<file path="src/rtl/branch_predict_unit.sv">
// Fetch-side branch predictor: direct-mapped BTB with 2-bit saturating direction counters.
// Lookup is combinational on pc_f; EX resolutions train the table on the clock edge.
module branch_predict_unit #(
    parameter int unsigned INDEX_BITS = 4
) (
    input  logic        clk,
    input  logic        rst,
    input  logic [31:0] pc_f,
    output logic [31:0] predictpc,
    output logic        predict_taken,
    input  logic        res_valid,
    input  logic [31:0] res_pc,
    input  logic        res_taken,
    input  logic [31:0] res_target,
    input  logic        res_mispredict,
    output logic [15:0] mispredict_cnt
);

    localparam int          ENTRIES  = 1 << INDEX_BITS;
    localparam int unsigned TAG_BITS = 30 - INDEX_BITS;

    logic                  valid_q  [ENTRIES];
    logic [TAG_BITS-1:0]   tag_q    [ENTRIES];
    logic [29:0]           target_q [ENTRIES];
    logic [1:0]            ctr_q    [ENTRIES];
    logic [15:0]           mispredict_cnt_q;

    logic [INDEX_BITS-1:0] f_idx;
    logic [TAG_BITS-1:0]   f_tag;
    logic                  f_hit;
    logic [INDEX_BITS-1:0] r_idx;
    logic [TAG_BITS-1:0]   r_tag;
    logic                  r_hit;
    logic [1:0]            r_ctr;
    logic [1:0]            r_ctr_d;

    // Byte-offset bits carry no information for a word-aligned predictor.
    logic unused_bits;
    assign unused_bits = ^{pc_f[1:0], res_pc[1:0], res_target[1:0]};

    always_comb begin
        f_idx = pc_f[INDEX_BITS+1:2];
        f_tag = pc_f[31:INDEX_BITS+2];
        f_hit = valid_q[f_idx] && (tag_q[f_idx] == f_tag);
        // Gating on rst keeps outputs defined while the table is held in reset.
        predict_taken = rst && f_hit && ctr_q[f_idx][1];
        predictpc     = predict_taken ? {target_q[f_idx], 2'b00} : pc_f + 32'd4;
    end

    always_comb begin
        r_idx   = res_pc[INDEX_BITS+1:2];
        r_tag   = res_pc[31:INDEX_BITS+2];
        r_hit   = valid_q[r_idx] && (tag_q[r_idx] == r_tag);
        r_ctr   = ctr_q[r_idx];
        r_ctr_d = r_ctr;
        if (res_taken && r_ctr != 2'b11) begin
            r_ctr_d = r_ctr + 2'b01;
        end else if (!res_taken && r_ctr != 2'b00) begin
            r_ctr_d = r_ctr - 2'b01;
        end
    end

    always_ff @(posedge clk or negedge rst) begin
        if (!rst) begin
            for (int i = 0; i < ENTRIES; i++) begin
                valid_q[i]  <= 1'b0;
                tag_q[i]    <= '0;
                target_q[i] <= '0;
                ctr_q[i]    <= 2'b01;
            end
            mispredict_cnt_q <= '0;
        end else begin
            if (res_valid) begin
                if (r_hit) begin
                    ctr_q[r_idx] <= r_ctr_d;
                    if (res_taken) begin
                        target_q[r_idx] <= res_target[31:2];
                    end
                end else if (res_taken) begin
                    // Allocate on a taken miss, starting weakly taken.
                    valid_q[r_idx]  <= 1'b1;
                    tag_q[r_idx]    <= r_tag;
                    target_q[r_idx] <= res_target[31:2];
                    ctr_q[r_idx]    <= 2'b10;
                end
            end
            if (res_valid && res_mispredict && mispredict_cnt_q != 16'hFFFF) begin
                mispredict_cnt_q <= mispredict_cnt_q + 16'd1;
            end
        end
    end

    assign mispredict_cnt = mispredict_cnt_q;

endmodule
</file>
<file path="config.mk">
export PLATFORM = sky130hd
export DESIGN_NAME = branch_predict_unit
export DESIGN_NICKNAME = d
export VERILOG_FILES = /design/src/rtl/branch_predict_unit.sv
export SDC_FILE = /design/constraint.sdc
export NUM_CORES = 2
export LEC_CHECK = 0
export ABC_AREA = 1
export BUFFER_PORTS_ARGS = -buffer_cell sky130_fd_sc_hd__buf_2
export CAP_MARGIN = 30
export CORE_ASPECT_RATIO = 1.4
export CORE_MARGIN = 4
export CORE_UTILIZATION = 45
export CTS_CLUSTER_DIAMETER = 50
export CTS_CLUSTER_SIZE = 8
export DETAILED_ROUTE_END_ITERATION = 12
export GPL_TIMING_DRIVEN = 0
export PLACE_DENSITY_LB_ADDON = 0.1
export SYNTH_ARGS = -nofsm -noshare
export SYNTH_HDL_FRONTEND = slang
export SYNTH_SLANG_ARGS = --single-unit
</file>
<file path="constraint.sdc">
create_clock -name clk -period 3.21 [get_ports clk]
set_clock_uncertainty 0.1 [all_clocks]
set_input_delay 0.321 -clock clk [delete_from_list [all_inputs] [get_ports clk]]
set_output_delay 0.321 -clock clk [all_outputs]
set_load 0.01 [all_outputs]
</file>
==> flow_metrics.tcl <==
set metrics [dict create \
    synthCells 7042 \
    timing.max_cap.violations 0 \
    cell_internal_pwr_mw 25.8 \
    cts_made_buffers 147 \
    power.switching_fraction_pct 33.1 \
    syn-num-nets 7147 \
    wire_length_of_the_first_global_routing_pass_um 389000 \
    max_stage_delay_ns 0.83 \
    place_inst 8706 \
    critPathBufInv 7 \
    detailedRoute.firstIterationViolations 7195 \
    viasPerCell 6.06 \
    synth-edff-count 0 \
    die_area_mm2 0.118 \
    wp_data_arrival_ns 3.50 \
    combinationalPowerShare_pct 20.0 \
    fp.dieW_um 292 \
    place_ws_ns -2.62 \
    grt_max_degree 156 \
    total_power_mw 38.6 \
    finalNonFillerCells 9031 \
    power-per-cell-area_mw_per_mm2 621 \
    ant_nets 0 \
    antenna_found_initial 14 \
    result_of_the_run "finished with violations" \
    route.vias.total 54754 \
    placeableCoreArea_mm2 0.112 \
    synth.largest_area_cell "dfrtp_1" \
    area_growth_syn_to_layout_pct 22.6 \
    irDropWorstVdd_v 0.000582 \
    synthesis.area_mm2 0.0507 \
    reg2reg_setup_slack_ns 0 \
    route.detailed.wl_per_inst_um 30.8 \
    cts.htree.levels 4 \
    layout.cells.most_common "nand2_1" \
    rr_worst_depth 19 \
    report.final.hold_viol_count 0 \
    worst_r2r_startpoint "tag_q[391]$_DFFE_PN0P_" \
    io-pin-count 150 \
    cp_cell_sequence "buf_2 -> clkbuf_1 -> o211ai_1 -> nand3_1 -> nand3_1 -> xor2_1 -> nand3_1 -> nand3b_4 -> nor2_4 -> buf_6 -> buf_12 -> buf_12 -> nand2_2 -> nand2_4 -> inv_1 -> buf_2" \
    hold_path_class "in -> reg" \
    io_buffer_count 142 \
    drc 0 \
    initial_core_utilization_pct 45.4 \
    ctsLongestPathBuffers 3 \
    clk-insertion-delay-late_ns 0.81 \
    proportion_of_layout_cells_with_a_drive_suffix_above_1_pct 13.6 \
    minimum_period_implied_by_the_final_worst_setup_slack_ns 3.92 \
    clock.fmax_ghz 0.255 \
    synth_top_cell_area_share_pct 46.6 \
    yosys_warnings 0 \
    area_contributors_post_synth "dfrtp_1, nand2_1, o21ai_0, nor2_1, inv_1" \
    clk_pin_slew_worst_paths_ns 0.06 \
    final.setup.tns_ns -21.23 \
    synth_flop_cell "dfrtp_1" \
    commonest_non_fill_non_tap_cells_in_the_layout "nand2_1, o21ai_0, dfrtp_1" \
    power.net_switching_mw 12.8 \
    setup_violations 37 \
    worst_margin_slew_ns 1.12 \
    crit_required_ns 2.79 \
    failing_checks "setup timing" \
    async_flop_share_pct 100 \
    first_global_vias 52803 \
    cell_variety_after_synth 42 \
    worst_slack_ns -0.714 \
    fp.dieH_um 405 \
    cts_sinks 960 \
    dp_hpwl_um 207000 \
    routabilityCongestion 1.03 \
    clock_tree.root_cell "clkbuf_16" \
    drt_first_pass_iters 9 \
    worstSetupEndpointType "output pin" \
    seq_area_frac_synth_pct 47.4 \
    synth_seq_cells 960 \
    cp_max_fo 10 \
    power.clock.fraction_pct 38.8 \
    p_leak_nw 29.8 \
    rr_endpoint "tag_q[144]$_DFFE_PN0P_" \
    timing_max_transition_violations_final 0 \
    critical_path.startpoint_type "input port" \
    slew-limit-headroom_pct 24.4 \
    final.period_utilization_pct 122 \
    worstHoldPathCells 3 \
    route.final.wire_length_um 278000 \
    cts_tree "built" \
    number_of_cells_on_the_critical_path 16 \
    crit_path_frequent_cell "nand3_1" \
    timing.setup.critical_path_class "in -> out" \
    cell_with_the_largest_stage_delay_on_the_worst_path "clkbuf_1" \
    total_congestion_overflow 0 \
    syn_avg_cell_area_um2 7.20 \
    rows 145 \
    final_core_occ_pct 55.6 \
    critical_path.endpoint "predictpc[12]" \
    groute.usage.overall_pct 46.3 \
    setup.worst_path.start "pc_f[4]" \
    worst_path_dominant_cell_family "buffers and inverters" \
    fin_nets 7596 \
    power.share.sequential_pct 41.2 \
    rsz_0062_raised_after_global_routing "yes" \
]
cells by family (layout without fill, tap and decap cells):
kind of cell,Yosys count,in the layout,synth area share (%)
AND/OR/NAND/NOR,3186,3187,24.4
AO/OA/AOI/OAI,1905,1905,19.7
other,0,15,0
buffers and inverters,940,1443,7.57
multiplexers,1,1,0.0222
XOR/XNOR,46,46,0.795
adder cells (fa/ha/maj),4,4,0.0988
flip-flops,960,960,47.4
worst reg2reg max path, stage by stage (launching register included):
cell and delay (ns):
dfrtp_2 0.46, nand2_1 0.10, nand2_1 0.05, nand2_1 0.07, nand2_1 0.05, nand2_1 0.07, nand2_1 0.20, nor3_1 0.39
nor2_1 0.08, nand2_1 0.07, nor2_1 0.05, nand2_2 0.13, nor2_4 0.07, buf_12 0.15, nand2_8 0.13, nand3_4 0.30
buf_6 0.26, buf_8 0.16, nand2_1 0.08, o21ai_0 0.12
sequential cells by signal (all words and copies together) (netlist names):
signal and cells:
mispredict_cnt 16, ctr_q 32, tag_q 416, target_q 480, valid_q 16
cell usage after synthesis (3+ instances only):
| library cell | n |
|---|---|
| nand2_1 | 2418 |
| o21ai_0 | 1460 |
| dfrtp_1 | 944 |
| nor2_1 | 503 |
| inv_1 | 416 |
| clkbuf_1 | 318 |
| nand3_1 | 203 |
| a21oi_1 | 192 |
| buf_2 | 129 |
| o211ai_1 | 72 |
| o21ai_1 | 69 |
| o22ai_1 | 47 |
| xor2_1 | 38 |
| buf_1 | 32 |
| o221ai_1 | 25 |
| nor3_1 | 17 |
| dfstp_2 | 16 |
| buf_4 | 15 |
| nand4_1 | 14 |
| buf_6 | 11 |
| a22oi_1 | 10 |
| nand2_2 | 10 |
| inv_2 | 9 |
| o21a_1 | 9 |
| xnor2_1 | 8 |
| a221oi_1 | 7 |
| a31oi_1 | 7 |
| clkbuf_2 | 7 |
| nor4_1 | 7 |
| o21bai_1 | 6 |
| ha_1 | 4 |
| or2_2 | 4 |
| clkinv_1 | 3 |
| nand3b_1 | 3 |
metrics by stage:
stage                     hold slack (ns)  instance area [um^2]
after floorplan                   -0.0746                 50700
after global routing               0.0830                 62100
after CTS                          0.0203                 61500
after detailed placement            0.240                 54100
final                              0.0616                 62100
after global placement              0.350                 53200
per-layer routing:
layer / up-vias / global-route usage [%] / part of all wire (%)
met4: 6 / 45.1 / 12
met1: 26041 / 50.7 / 33
met5: - / 0 / 0.014
met3: 1334 / 10.6 / 9.5
li1: 23738 / - / -
met2: 3635 / 73.5 / 45
how the worst min path moves through the flow:
stage / startpoint / endpoint
floorplan: rst / ctr_q[11]$_DFFE_PN0P_
global placement: ctr_q[14]$_DFFE_PN1P_ / ctr_q[14]$_DFFE_PN1P_
detailed placement: rst / tag_q[84]$_DFFE_PN0P_
CTS: res_pc[15] / tag_q[139]$_DFFE_PN0P_
global route: res_pc[15] / tag_q[139]$_DFFE_PN0P_
finish: res_pc[15] / tag_q[35]$_DFFE_PN0P_
power by group through the flow:
stage / clock network (mW) / registers [mW] / logic, mW
floorplan: 0 / 15.5 / 4.27
global placement: 0 / 16.0 / 6.76
detailed placement: 0 / 16.0 / 7.00
CTS: 15.0 / 15.8 / 7.38
global route: 15.4 / 16.1 / 8.46
finish: 15.0 / 15.9 / 7.71
area by class of cell:
| type | count | area, um^2 |
|---|---|---|
| Fill cell | 11054 | 49600 |
| Multi-Input combinational cell | 5143 | 24100 |
| Sequential cell | 960 | 24000 |
| Clock buffer | 175 | 3860 |
| Buffer | 511 | 3310 |
| Timing Repair Buffer | 300 | 2920 |
| Tap cell | 1470 | 1840 |
| Inverter | 428 | 1640 |
| Clock inverter | 29 | 447 |
| Antenna cell | 15 | 37.5 |
repair_timing:
item                                    CTS  global route
endpoints found under the setup margin  565           560
endpoints found under the hold margin   438             0
buffers inserted                         35             9
pin swaps                                73            50
gates cloned                              5             1
gates resized for setup                 704           185
hold buffers                             58             0
Power figures use the tool's default switching activity.
